## config.mk

```make
export PLATFORM = sky130hd
export DESIGN_NAME = tp_rom_loader_flat
export DESIGN_NICKNAME = d
export VERILOG_FILES = /design/src/rtl/tp_rom_loader_if.sv /design/src/rtl/tp_rom_loader.sv /design/src/flat_wrapper.sv
export SDC_FILE = /design/constraint.sdc
export NUM_CORES = 1
export LEC_CHECK = 0
export BUFFER_PORTS_ARGS = -buffer_cell sky130_fd_sc_hd__buf_2
export CORE_ASPECT_RATIO = 0.6
export CORE_MARGIN = 1
export CORE_UTILIZATION = 50
export DETAILED_ROUTE_END_ITERATION = 8
export PLACE_DENSITY = 0.72
export SLEW_MARGIN = 40
export SYNTH_ARGS = -nofsm -noshare
export SYNTH_HDL_FRONTEND = slang
export SYNTH_SLANG_ARGS = --single-unit
```

## constraint.sdc

```tcl
create_clock -name clk_sys -period 2.7 [get_ports clk_sys]
set_input_delay 0.27 -clock clk_sys [delete_from_list [all_inputs] [get_ports clk_sys]]
set_output_delay 0.27 -clock clk_sys [all_outputs]
set_load 0.005 [all_outputs]
```

## src/rtl/tp_rom_loader_if.sv

```systemverilog
// -----------------------------------------------------------------------------
// tp_rom_loader_if
// Groups the download-source side (ioctl_*), the target-memory write port
// (dn_*, mem_ready) and the status outputs of the ROM loader into one bundle.
//
//   slave  modport : the loader itself (consumes ioctl_* and mem_ready,
//                    produces the write port, stall and status signals)
//   master modport : the surrounding system / testbench
//
// Signals
//   ioctl_download  download session active
//   ioctl_wr        one-cycle byte strobe
//   ioctl_addr      25-bit byte address
//   ioctl_dout      byte data
//   ioctl_wait      stall request back to the download source
//   mem_ready       target memory accepts the presented write this cycle
//   dn_addr/dn_data/dn_region/dn_wr  presented write, held until accepted
//   core_reset      reset to the game core
//   load_done       a valid image has been loaded
//   byte_count      accepted in-range bytes this session
//   checksum        modulo-2^16 sum of accepted bytes
//   overflow        an out-of-range address was written this session
// -----------------------------------------------------------------------------
interface tp_rom_loader_if;
  logic        ioctl_download;
  logic        ioctl_wr;
  logic [24:0] ioctl_addr;
  logic [7:0]  ioctl_dout;
  logic        ioctl_wait;
  logic        mem_ready;
  logic [15:0] dn_addr;
  logic [7:0]  dn_data;
  logic        dn_wr;
  logic [1:0]  dn_region;
  logic        core_reset;
  logic        load_done;
  logic [16:0] byte_count;
  logic [15:0] checksum;
  logic        overflow;

  modport slave (
    input  ioctl_download, ioctl_wr, ioctl_addr, ioctl_dout, mem_ready,
    output ioctl_wait, dn_addr, dn_data, dn_wr, dn_region,
    output core_reset, load_done, byte_count, checksum, overflow
  );

  modport master (
    output ioctl_download, ioctl_wr, ioctl_addr, ioctl_dout, mem_ready,
    input  ioctl_wait, dn_addr, dn_data, dn_wr, dn_region,
    input  core_reset, load_done, byte_count, checksum, overflow
  );
endinterface

```

## src/rtl/tp_rom_loader.sv

```systemverilog
// -----------------------------------------------------------------------------
// tp_rom_loader
// Receives a ROM image byte-by-byte from a download source, forwards each
// in-range byte to the target memory with a held write request, classifies
// it into one of four regions, keeps a byte count and checksum, and holds the
// game core in reset until the image is in place plus HOLD_CYCLES cycles.
//
// Ports
//   clk_sys  system clock, all registers on its rising edge
//   reset    synchronous, active-high
//   bus      tp_rom_loader_if.slave (download source, memory write port,
//            stall and status signals)
//
// Parameters
//   RGN1_BASE/RGN2_BASE/RGN3_BASE  first address of regions 1..3 (region 0
//                                  starts at 0)
//   ROM_SIZE                       one past the last valid download address
//   HOLD_CYCLES                    core-reset cycles after the download ends
// -----------------------------------------------------------------------------
module tp_rom_loader #(
  parameter logic [15:0] RGN1_BASE   = 16'h6000,
  parameter logic [15:0] RGN2_BASE   = 16'h8000,
  parameter logic [15:0] RGN3_BASE   = 16'hE000,
  parameter logic [16:0] ROM_SIZE    = 17'h10000,
  parameter int          HOLD_CYCLES = 16
) (
  input logic           clk_sys,
  input logic           reset,
  tp_rom_loader_if.slave bus
);

  localparam logic [24:0] ROM_LIMIT  = {8'd0, ROM_SIZE};
  localparam logic [24:0] RGN1_LIMIT = {9'd0, RGN1_BASE};
  localparam logic [24:0] RGN2_LIMIT = {9'd0, RGN2_BASE};
  localparam logic [24:0] RGN3_LIMIT = {9'd0, RGN3_BASE};
  localparam logic [15:0] HOLD_LAST  = (HOLD_CYCLES > 1) ? 16'(HOLD_CYCLES - 1) : 16'd0;
  localparam logic [16:0] COUNT_MAX  = 17'h1FFFF;

  typedef enum logic [2:0] {IDLE, LOAD, DRAIN, HOLD, RUN} state_t;

  state_t      state_q, state_d;
  logic        dn_wr_q, dn_wr_d;
  logic [15:0] dn_addr_q, dn_addr_d;
  logic [7:0]  dn_data_q, dn_data_d;
  logic [1:0]  dn_region_q, dn_region_d;
  logic        skid_vld_q, skid_vld_d;
  logic [15:0] skid_addr_q, skid_addr_d;
  logic [7:0]  skid_data_q, skid_data_d;
  logic [1:0]  skid_region_q, skid_region_d;
  logic [16:0] byte_count_q, byte_count_d;
  logic [15:0] checksum_q, checksum_d;
  logic        overflow_q, overflow_d;
  logic        load_done_q, load_done_d;
  logic        core_reset_q, core_reset_d;
  logic [15:0] hold_cnt_q, hold_cnt_d;

  logic        strobe;
  logic        in_range;
  logic        new_wr;
  logic        accept;
  logic [1:0]  new_region;

  // Classify the incoming byte address; the highest matching base wins.
  always_comb begin
    if (bus.ioctl_addr >= RGN3_LIMIT) begin
      new_region = 2'd3;
    end else if (bus.ioctl_addr >= RGN2_LIMIT) begin
      new_region = 2'd2;
    end else if (bus.ioctl_addr >= RGN1_LIMIT) begin
      new_region = 2'd1;
    end else begin
      new_region = 2'd0;
    end
  end

  // Strobes are only honoured while a session is loading.
  assign strobe   = bus.ioctl_wr && (state_q == LOAD);
  assign in_range = (bus.ioctl_addr < ROM_LIMIT);
  assign new_wr   = strobe && in_range;
  assign accept   = dn_wr_q && bus.mem_ready;

  // Next-state logic for the write slot, skid slot, counters and FSM.
  always_comb begin
    state_d       = state_q;
    dn_wr_d       = dn_wr_q;
    dn_addr_d     = dn_addr_q;
    dn_data_d     = dn_data_q;
    dn_region_d   = dn_region_q;
    skid_vld_d    = skid_vld_q;
    skid_addr_d   = skid_addr_q;
    skid_data_d   = skid_data_q;
    skid_region_d = skid_region_q;
    byte_count_d  = byte_count_q;
    checksum_d    = checksum_q;
    overflow_d    = overflow_q;
    load_done_d   = load_done_q;
    hold_cnt_d    = hold_cnt_q;

    if (accept) begin
      if (byte_count_q != COUNT_MAX) begin
        byte_count_d = byte_count_q + 17'd1;
      end
      checksum_d = checksum_q + {8'd0, dn_data_q};
    end

    if (strobe && !in_range) begin
      overflow_d = 1'b1;
    end

    // The presented slot frees up when it is empty or accepted this cycle.
    // A skidded byte always goes out before any byte arriving now, which then
    // takes the skid slot instead.
    if (!dn_wr_q || accept) begin
      if (skid_vld_q) begin
        dn_wr_d     = 1'b1;
        dn_addr_d   = skid_addr_q;
        dn_data_d   = skid_data_q;
        dn_region_d = skid_region_q;
        skid_vld_d  = new_wr;
        if (new_wr) begin
          skid_addr_d   = bus.ioctl_addr[15:0];
          skid_data_d   = bus.ioctl_dout;
          skid_region_d = new_region;
        end
      end else if (new_wr) begin
        dn_wr_d     = 1'b1;
        dn_addr_d   = bus.ioctl_addr[15:0];
        dn_data_d   = bus.ioctl_dout;
        dn_region_d = new_region;
      end else begin
        dn_wr_d = 1'b0;
      end
    end else if (new_wr) begin
      skid_vld_d    = 1'b1;
      skid_addr_d   = bus.ioctl_addr[15:0];
      skid_data_d   = bus.ioctl_dout;
      skid_region_d = new_region;
    end

    case (state_q)
      IDLE: begin
        if (bus.ioctl_download) begin
          state_d = LOAD;
        end
      end
      LOAD: begin
        if (!bus.ioctl_download) begin
          state_d = DRAIN;
        end
      end
      DRAIN: begin
        // A download restarted here waits for the last write to land first.
        if (!dn_wr_q && !skid_vld_q) begin
          state_d    = bus.ioctl_download ? LOAD : HOLD;
          hold_cnt_d = 16'd0;
        end
      end
      HOLD: begin
        if (bus.ioctl_download) begin
          state_d = LOAD;
        end else if (hold_cnt_q == HOLD_LAST) begin
          state_d     = RUN;
          load_done_d = (byte_count_q != 17'd0) && !overflow_q;
        end else begin
          hold_cnt_d = hold_cnt_q + 16'd1;
        end
      end
      RUN: begin
        if (bus.ioctl_download) begin
          state_d = LOAD;
        end
      end
      default: begin
        state_d = IDLE;
      end
    endcase

    // Every fresh session starts from clean statistics.
    if ((state_d == LOAD) && (state_q != LOAD)) begin
      byte_count_d = 17'd0;
      checksum_d   = 16'd0;
      overflow_d   = 1'b0;
      load_done_d  = 1'b0;
    end

    core_reset_d = (state_d != RUN);
  end

  // State register; reset discards both the presented and the skidded write.
  always_ff @(posedge clk_sys) begin
    if (reset) begin
      state_q       <= IDLE;
      dn_wr_q       <= 1'b0;
      dn_addr_q     <= 16'd0;
      dn_data_q     <= 8'd0;
      dn_region_q   <= 2'd0;
      skid_vld_q    <= 1'b0;
      skid_addr_q   <= 16'd0;
      skid_data_q   <= 8'd0;
      skid_region_q <= 2'd0;
      byte_count_q  <= 17'd0;
      checksum_q    <= 16'd0;
      overflow_q    <= 1'b0;
      load_done_q   <= 1'b0;
      core_reset_q  <= 1'b1;
      hold_cnt_q    <= 16'd0;
    end else begin
      state_q       <= state_d;
      dn_wr_q       <= dn_wr_d;
      dn_addr_q     <= dn_addr_d;
      dn_data_q     <= dn_data_d;
      dn_region_q   <= dn_region_d;
      skid_vld_q    <= skid_vld_d;
      skid_addr_q   <= skid_addr_d;
      skid_data_q   <= skid_data_d;
      skid_region_q <= skid_region_d;
      byte_count_q  <= byte_count_d;
      checksum_q    <= checksum_d;
      overflow_q    <= overflow_d;
      load_done_q   <= load_done_d;
      core_reset_q  <= core_reset_d;
      hold_cnt_q    <= hold_cnt_d;
    end
  end

  // The stall must react in the same cycle the memory refuses a write.
  assign bus.ioctl_wait = dn_wr_q && !bus.mem_ready;
  assign bus.dn_wr      = dn_wr_q;
  assign bus.dn_addr    = dn_addr_q;
  assign bus.dn_data    = dn_data_q;
  assign bus.dn_region  = dn_region_q;
  assign bus.byte_count = byte_count_q;
  assign bus.checksum   = checksum_q;
  assign bus.overflow   = overflow_q;
  assign bus.load_done  = load_done_q;
  assign bus.core_reset = core_reset_q;

endmodule

```

## src/flat_wrapper.sv

```systemverilog
// flat-port wrapper written by rule: the top's interface ports become plain ports
module tp_rom_loader_flat 
#(
  parameter logic [15:0] RGN1_BASE   = 16'h6000,
  parameter logic [15:0] RGN2_BASE   = 16'h8000,
  parameter logic [15:0] RGN3_BASE   = 16'hE000,
  parameter logic [16:0] ROM_SIZE    = 17'h10000,
  parameter int          HOLD_CYCLES = 16
)
  (clk_sys, reset, bus_ioctl_download, bus_ioctl_wr, bus_ioctl_addr, bus_ioctl_dout, bus_mem_ready, bus_ioctl_wait, bus_dn_addr, bus_dn_data, bus_dn_wr, bus_dn_region, bus_core_reset, bus_load_done, bus_byte_count, bus_checksum, bus_overflow);
  tp_rom_loader_if bus_i ();
  input logic clk_sys;
  input logic reset;
  input wire logic [$bits(bus_i.ioctl_download)-1:0] bus_ioctl_download;
  input wire logic [$bits(bus_i.ioctl_wr)-1:0] bus_ioctl_wr;
  input wire logic [$bits(bus_i.ioctl_addr)-1:0] bus_ioctl_addr;
  input wire logic [$bits(bus_i.ioctl_dout)-1:0] bus_ioctl_dout;
  input wire logic [$bits(bus_i.mem_ready)-1:0] bus_mem_ready;
  output wire logic [$bits(bus_i.ioctl_wait)-1:0] bus_ioctl_wait;
  output wire logic [$bits(bus_i.dn_addr)-1:0] bus_dn_addr;
  output wire logic [$bits(bus_i.dn_data)-1:0] bus_dn_data;
  output wire logic [$bits(bus_i.dn_wr)-1:0] bus_dn_wr;
  output wire logic [$bits(bus_i.dn_region)-1:0] bus_dn_region;
  output wire logic [$bits(bus_i.core_reset)-1:0] bus_core_reset;
  output wire logic [$bits(bus_i.load_done)-1:0] bus_load_done;
  output wire logic [$bits(bus_i.byte_count)-1:0] bus_byte_count;
  output wire logic [$bits(bus_i.checksum)-1:0] bus_checksum;
  output wire logic [$bits(bus_i.overflow)-1:0] bus_overflow;
  assign bus_i.ioctl_download = bus_ioctl_download;
  assign bus_i.ioctl_wr = bus_ioctl_wr;
  assign bus_i.ioctl_addr = bus_ioctl_addr;
  assign bus_i.ioctl_dout = bus_ioctl_dout;
  assign bus_i.mem_ready = bus_mem_ready;
  assign bus_ioctl_wait = bus_i.ioctl_wait;
  assign bus_dn_addr = bus_i.dn_addr;
  assign bus_dn_data = bus_i.dn_data;
  assign bus_dn_wr = bus_i.dn_wr;
  assign bus_dn_region = bus_i.dn_region;
  assign bus_core_reset = bus_i.core_reset;
  assign bus_load_done = bus_i.load_done;
  assign bus_byte_count = bus_i.byte_count;
  assign bus_checksum = bus_i.checksum;
  assign bus_overflow = bus_i.overflow;
  tp_rom_loader #(.RGN1_BASE(RGN1_BASE), .RGN2_BASE(RGN2_BASE), .RGN3_BASE(RGN3_BASE), .ROM_SIZE(ROM_SIZE), .HOLD_CYCLES(HOLD_CYCLES)) u_core (.clk_sys(clk_sys), .reset(reset), .bus(bus_i));
endmodule
```

# ---- Word level (Yosys, flattened, before mapping)
# Index checks and enable logic that the tools add are counted.
# Widths: inputs -> output; s select.
dict set report word_totals {
  ff_bits 109
  out_inout_bits 64
  elab_cells 95
}
dict set report op_classes {
  add_sub_neg 3
  magnitude_cmp 4
  eq_ne 13
  n_mux 34
  bitwise_logic 1
  n_reduce_logical 25
}
# cell n
set op_table {}
lappend op_table {{$mux 16} 8}
lappend op_table {{$ge 25x16->1 const B} 2}
lappend op_table {{$mux 8} 5}
lappend op_table {{$pmux 16 s2} 1}
lappend op_table {{$ge 25x15->1 const B} 1}
lappend op_table {{$lt 25x17->1 const B} 1}
lappend op_table {{$add 17x1->17 const B} 1}
lappend op_table {{$ne 17x17->1 const B} 1}
lappend op_table {{$reduce_bool 17->1} 1}
lappend op_table {{$add 16x1->16 const B} 1}
lappend op_table {{$add 16x8->16} 1}
lappend op_table {{$eq 16x4->1 const B} 1}
lappend op_table {{$mux 2} 8}
lappend op_table {{$mux 3} 5}
lappend op_table {{$pmux 3 s4} 1}
lappend op_table {{$logic_and 1x1->1} 8}
lappend op_table {{$eq 3x1->1 const B} 2}
lappend op_table {{$eq 3x2->1 const B} 2}
lappend op_table {{$mux 1} 6}
lappend op_table {{$reduce_bool 2->1} 3}
lappend op_table {{$logic_not 1->1} 5}
lappend op_table {{$ne 2x1->1 const B} 2}
lappend op_table {{$ne 2x2->1 const B} 2}
lappend op_table {{$reduce_and 2->1} 2}
lappend op_table {{other kinds (9)} 10}

# ---- Longest topological paths before layout
# Gate-level depths: netlist (run 1).
dict set report depth {
  depth_word 7
  mapped_depth 11
  depth_no_buf 10
}

# ---- Worst setup path before layout (run 1)
# OpenSTA, ideal clock, no wires.
dict set report synth_timing {
  kind {reg-to-reg}
  start {reg u_core.byte_count_q[9] (netlist: u_core.bus.byte_count[9])}
  end {reg u_core.byte_count_q[13] (netlist: u_core.bus.byte_count[13])}
  setup_ns 0.070
  t_arrival_ns 2.095
  required_ns 2.630
  path_slack_ns 0.535
  stages_incl_launch_ff 10
  n_path_buf 0
  period_less_slack_ns 2.165
  cell_sequence {dfxtp_1 > nand3_1 > nor2_1 > nand4_1 > nor4_1 > ha_1 > nand3b_1 > or4_1 > or3_1 > a21oi_1}
}
dict set report synth_via {
  elab_chain_len 2
}
# item line
set synth_lines {}
lappend synth_lines {{start, declared} tp_rom_loader.sv:50} ;# logic [16:0] byte_count_q, byte_count_d;
lappend synth_lines {{start signal, assigned} tp_rom_loader.sv:217} ;# byte_count_q <= byte_count_d;
lappend synth_lines {{branches (longest 2 deep; another with $add 17x1->17)} --}
# Several ways; the timed one is not identified.
# A chain may end at the register's enable or synchronous reset.

# ---- Final worst setup path (run 1)
dict set report layout_timing {
  start {reg u_core.byte_count_q[9] (netlist: u_core.bus.byte_count[9])}
  end {reg u_core.byte_count_q[7] (netlist: u_core.bus.byte_count[7])}
}
dict set report layout_via {
  elab_chain_len 2
}
# item line
set layout_lines {}
lappend layout_lines {{$ne 17x17->1} tp_rom_loader.sv:100} ;# if (byte_count_q != COUNT_MAX) begin
lappend layout_lines {{$reduce_and 2->1 (no source line)} --}
# Every way passes these cells.

==> impl_metrics.yaml, run 1 <==
floorplan:
  initial_utilization_pct: 53.17
  core-area_mm2: 0.009493
  ios: 102
  rows: 27
  fp.dieW_um: 131.7
  dieArea_mm2: 0.01051
  die_h_um: 79.83
synth:
  synth_ff_type: "dfxtp_1"
  synth_xor_area_share_pct: 2.776
  synthAdderAreaFrac_pct: 3.371
  synth_top_family_by_area: "simple AND/OR/NAND/NOR gates"
  ys_warn_count: 0
  synth.most_common_cell: "nand2_1"
  async_flop_share_pct: 0
  ys_seq_area_share_pct: 43.23
  yosys-top-cells-count: "nand2_1, dfxtp_1, a21oi_1"
  synthSimpleGateAreaFrac_pct: 27.09
  synth_area_leaders: "dfxtp_1, nand2_1, a21oi_1, nand3_1, a31oi_1"
  synth_edf_count: 0
  synth_top_area_share_pct: 43.23
  syn_inst: 633
  synthDistinctLibCells: 53
  synth_fp_nets: 684
  synth-seq-cells: 109
  synth_area_mm2: 0.005047
  avgSynthCellArea_um2: 7.974
  yosys.area.top_type: "dfxtp_1"
  muxShareOfSynthArea_pct: 0.3966
  synth_compound_area_share_pct: 18.94
global_routing:
  antenna_found_initial: 0
  grt-ovfl-total: 0
  grt_util_all_layers_pct: 26.60
  grt_max_degree: 58
  grt_pass1_wl_um: 22070
  grt_pass1_vias: 4485
pwr:
  cellLeakagePower_nw: 2.228
  ir_drop_uv: 414.6
  p_per_area_mw_per_mm2: 514.7
final_layout:
  syn_to_final_growth_pct: 18.27
  fin_util_pct: 62.88
  layout-drive-gt1-share_pct: 19.45
  multiInputGateArea_mm2: 0.002675
  fillers: 885
  num_antenna_cells: 0
  register_area_mm2: 0.002182
  nets: 771
  design_area_mm2: 0.005969
sta:
  period_minus_slack_ps: 2410
  finalSetupViolCount: 0
  finalCritPeriodShare_pct: 89.24
  hold_viol_final: 0
  rsz0062_at_grt: "no"
  hold_slack_ps: 161.4
  slew_viol_final: 0
  clock.fmax_ghz: 0.4150
  max_slew_margin_pct: 47.91
  skew_ps: 11.94
  finalSetupTns_ps: 0
  worst_pin_slew_ps: 781.3
placement:
  hpwl_um: 9604
  placed_area_mm2: 0.005655
  gp_congestion: 0.8675
  io_buffer_count: 101
clocking:
  clk_pin_slew_ps: 80
  cts_tree: "built"
  cts_buffers: 9
  clock_sinks: 109
  clk_path_buf_depth: 2
  ctsHoldBuffers: 0
  cts_max_level: 3
  clkLatencyLatePin_ps: 350
  ctsRootBufferMaster: "clkbuf_16"
worst_setup_path:
  worstSetupEndpointType: "flip-flop"
  cp.arrival_ps: 2650
  crit_type: "reg -> reg"
  worst_setup_path_start_kind: "flip-flop"
  reg2reg_slack_ps: 290
  crit_required_ps: 2940
  path_max_fanout: 6
  ff2ff_path_depth: 10
route:
  drt_iter0_drc: 376
  routedWlPerCell_um: 15.91
  vias_per_cell: 5.789
  vias: 4950
  totalWireLength_um: 13600
  first_pass_iters: 5
  ant_nets: 0
  drc: 0
hold_path:
  hold_path.class: "in -> reg"
  min_path_cells: 3
job:
  max-cap-violations: 0
run_status:
  outcome: "finished clean"
repair_timing:
item / in CTS / in global routing
gates resized for setup: 0 / 2
setup endpoints to repair: 0 / 1
setup buffers: 0 / 0
cell families (layout without fill, tap and decap cells):
logic type	after synthesis	count (layout)
xor+xnor	16	16
buf+inv	51	143
flops	109	109
simple gates	285	285
fa+ha+maj	13	13
compound gates	157	157
mux	2	2
metrics by stage:
stage | setup slack, ps | total power, mW | std cells
final | 290.5 | 3.072 | 855
after global routing | 25.25 | 3.168 | 855
after CTS | 243.8 | 3.091 | 855
after detailed placement | 259.1 | 1.740 | 839
after global placement | 332.2 | 1.739 | 839
after floorplan | 535.1 | 1.695 | 633
power breakdown:
| group | leakage (nW) | switching (mW) | internal, mW |
|---|---|---|---|
| Combinational | 1.20 | 0.0594 | 0.0334 |
| Sequential | 0.878 | 0.00411 | 1.61 |
| Clock | 0.150 | 0.629 | 0.739 |
| Total | 2.23 | 0.692 | 2.38 |
area by class of cell:
class	instances	area share [%]
Clock inverter	6	1.279
Multi-Input combinational cell	473	44.81
Inverter	15	0.9432
Tap cell	130	2.725
Clock buffer	10	3.836
Timing Repair Buffer	112	9.851
Sequential cell	109	36.55
worst paths after layout:
path / startpoint / endpoint
worst max-delay path: u_core.bus.byte_count[9] / u_core.bus.byte_count[7]
worst min-delay path: bus_ioctl_addr[5] / u_core.skid_addr_q[5]
worst max register to register: u_core.bus.byte_count[9] / u_core.bus.byte_count[7]
worst min register to register: u_core.bus.dn_region[1] / u_core.bus.dn_region[1]
critical path: stages (launching register included):
cell	delay (ps)
dfxtp_1	410
nand3_1	150
nor2_1	230
nand4_1	200
nor4_1	310
ha_1	200
nand3b_1	220
nor3_1	120
and4_1	230
xnor2_1	150
nor2_1	60
state kept, by name, summed over array words and instances (netlist names):
register / cells
u_core.bus.byte_count: 17
u_core.bus.checksum: 16
u_core.bus.dn_addr: 16
u_core.hold_cnt_q: 16
u_core.skid_addr_q: 16
u_core.bus.dn_data: 8
u_core.skid_data_q: 8
u_core.state_q: 3
u_core.bus.dn_region: 2
u_core.skid_region_q: 2
u_core.bus.core_reset: 1
u_core.bus.dn_wr: 1
u_core.bus.load_done: 1
u_core.bus.overflow: 1
u_core.skid_vld_q: 1
routing by layer:
| metal | share of wire [%] | global-route usage (%) | wire length (um) |
|---|---|---|---|
| met1 | 49 | 36.95 | 6689 |
| met2 | 44 | 41.48 | 5957 |
| met3 | 6.0 | 5.841 | 817 |
| met4 | 1.0 | 7.442 | 138 |
| met5 | 0 | 0 | 0 |
placed cells by master, fill, tap and decap left out, types with 9 or more instances in the layout:
cell type,synthesis,layout
nor2_1,32,31
nand2_1,113,113
nand4_1,12,12
o21ai_0,24,24
ha_1,12,12
inv_1,14,14
nand3_1,58,58
dfxtp_1,109,109
xor2_1,9,9
nor3_1,11,11
clkbuf_16,0,9
a31oi_1,26,26
buf_2,16,101
or3_1,18,17
a21oi_1,68,68
buf_4,0,11
Power figures use the tool's default switching activity.
==> run 2, diff against run 1 <==
--- a/config.mk
+++ b/config.mk
@@ -8,9 +8,9 @@
 export BUFFER_PORTS_ARGS = -buffer_cell sky130_fd_sc_hd__buf_2
 export CORE_ASPECT_RATIO = 0.6
 export CORE_MARGIN = 1
-export CORE_UTILIZATION = 50
+export CORE_UTILIZATION = 55
 export DETAILED_ROUTE_END_ITERATION = 8
-export PLACE_DENSITY = 0.72
+export PLACE_DENSITY = 0.78
 export SLEW_MARGIN = 40
 export SYNTH_ARGS = -nofsm -noshare
 export SYNTH_HDL_FRONTEND = slang
==> impl_metrics.yaml, run 2 (synthesis results as in run 1) <==
clocking:
  cts_max_level: 3
  clkLatencyLatePin_ps: 350
  cts_resized: 0
  clk_pin_slew_ps: 70
  ctsRootBufferMaster: "clkbuf_16"
  cts_tree: "built"
  ctsHoldBuffers: 0
  post_cts_buffers: 0
  clock_sinks: 109
  cts_buffers: 9
  clk_path_buf_depth: 2
worst_setup_path:
  critPathCapture: "u_core.bus.byte_count[11]"
  worst-path-buf-inv: 0
  path_max_fanout: 7
  crit_required_ps: 2980
  worst_setup_path_start_kind: "flip-flop"
  r2r_start: "u_core.bus.byte_count[9]"
  ff2ff_path_depth: 9
  cp.arrival_ps: 2800
  worstSetupEndpointType: "flip-flop"
  critPathTopFamily: "simple AND/OR/NAND/NOR gates"
  crit_type: "reg -> reg"
  reg2reg_to: "u_core.bus.byte_count[11]"
  cp_slowest_cell: "or4_1"
  slowest_delay_ps: 660
  reg2reg_slack_ps: 190
  cp_cell_sequence: "nand3_1 -> nor2_1 -> nand4_1 -> nor4_1 -> ha_1 -> nand3b_1 -> or4_1 -> or3_1 -> a21oi_1"
  crit_start: "u_core.bus.byte_count[9]"
  critical_path_depth: 9
final_layout:
  register_area_mm2: 0.002182
  fin_util_pct: 68.07
  finalNonFillerCells: 836
  nets: 770
  layout-drive-gt1-share_pct: 19.20
  final_common_cell: "nand2_1"
  num_antenna_cells: 0
  syn_to_final_growth_pct: 17.58
  fillers: 759
  design_area_mm2: 0.005934
  final_cell_mix: "nand2_1, dfxtp_1, buf_2"
  multiInputGateArea_mm2: 0.002666
  largest_register_ffs: 17
global_routing:
  grt-ovfl-total: 0
  grt_pass1_wl_um: 21400
  grt_util_all_layers_pct: 27.54
  grt_pass1_vias: 4549
  antenna_found_initial: 0
  grt_max_degree: 54
pwr:
  finalPower_mw: 3.064
  cellLeakagePower_nw: 2.224
  p_per_area_mw_per_mm2: 516.3
  ir_drop_uv: 277.4
placement:
  gp_congestion: 0.8793
  placed_area_mm2: 0.005625
  hpwl_um: 9287
  place_inst: 820
  io_buffer_count: 101
  pre_cts_ws_ps: 259.2
sta:
  fin_ws_ps: 185.4
  slew_viol_final: 0
  worst_pin_slew_ps: 743.3
  finalSetupViolCount: 0
  clock.fmax_ghz: 0.3977
  skew_ps: 7.935
  finalSetupTns_ps: 0
  rsz0062_at_grt: "no"
  max_slew_margin_pct: 50.21
  hold_viol_final: 0
  finalCritPeriodShare_pct: 93.13
  period_minus_slack_ps: 2515
  hold_slack_ps: 161.3
route:
  drt_iter0_drc: 352
  totalWireLength_um: 12930
  routedWlPerCell_um: 15.46
  vias_per_cell: 6.000
  first_pass_iters: 7
  vias: 5016
  drc: 3
  ant_nets: 0
floorplan:
  initial_utilization_pct: 57.89
  rows: 26
  core-area_mm2: 0.008718
  dieArea_mm2: 0.009577
  fp.dieW_um: 125.7
  die_h_um: 76.21
  ios: 102
run_status:
  violations: "design-rule violations"
  outcome: "finished with violations"
job:
  max-cap-violations: 0
hold_path:
  hold_path.class: "in -> reg"
## run 2: power by group
group          switching (mW)  internal, mW  leakage (nW)
clock network           0.606         0.753         0.153
logic                  0.0595        0.0334          1.19
registers             0.00364          1.61         0.878
total                   0.669          2.39          2.22
## run 2: how the worst min path moves through the flow
stage	end	startpoint	depth (start not counted)	slack (ps)
finish	u_core.skid_addr_q[10]	bus_ioctl_addr[10]	3	160
global placement	u_core.bus.dn_region[1]	u_core.bus.dn_region[1]	2	440
detailed placement	u_core.bus.dn_region[1]	u_core.bus.dn_region[1]	2	450
global route	u_core.skid_addr_q[10]	bus_ioctl_addr[10]	3	160
floorplan	u_core.skid_addr_q[0]	bus_ioctl_addr[0]	2	410
CTS	u_core.skid_addr_q[10]	bus_ioctl_addr[10]	3	150
## run 2: layout make-up
cell class,instances,share of cell area [%]
multi-input cells,473,44.93
flip-flops and latches,109,36.77
well taps,112,2.361
repair buffers,111,9.783
clock buffers,10,4.027
inverters,15,0.9488
clock inverters,6,1.181
## run 2: worst reg2reg max path, stage by stage, from the launching register on
cell      delay [ps]
dfxtp_1          350
nand3_1          160
nor2_1            90
nand4_1          150
nor4_1            80
ha_1             200
nand3b_1         250
or4_1            660
or3_1            350
a21oi_1          150
## run 2: metal layers
| metal | wire length [um] | vias to the layer above | part of all wire, % | track usage, % |
|---|---|---|---|---|
| met4 | 217 | 0 | 1.7 | 8.293 |
| met3 | 1008 | 20 | 7.8 | 5.899 |
| li1 | - | 2422 | - | - |
| met5 | 0 | - | 0 | 0 |
| met1 | 6085 | 2386 | 47 | 39.16 |
| met2 | 5614 | 188 | 43 | 41.78 |
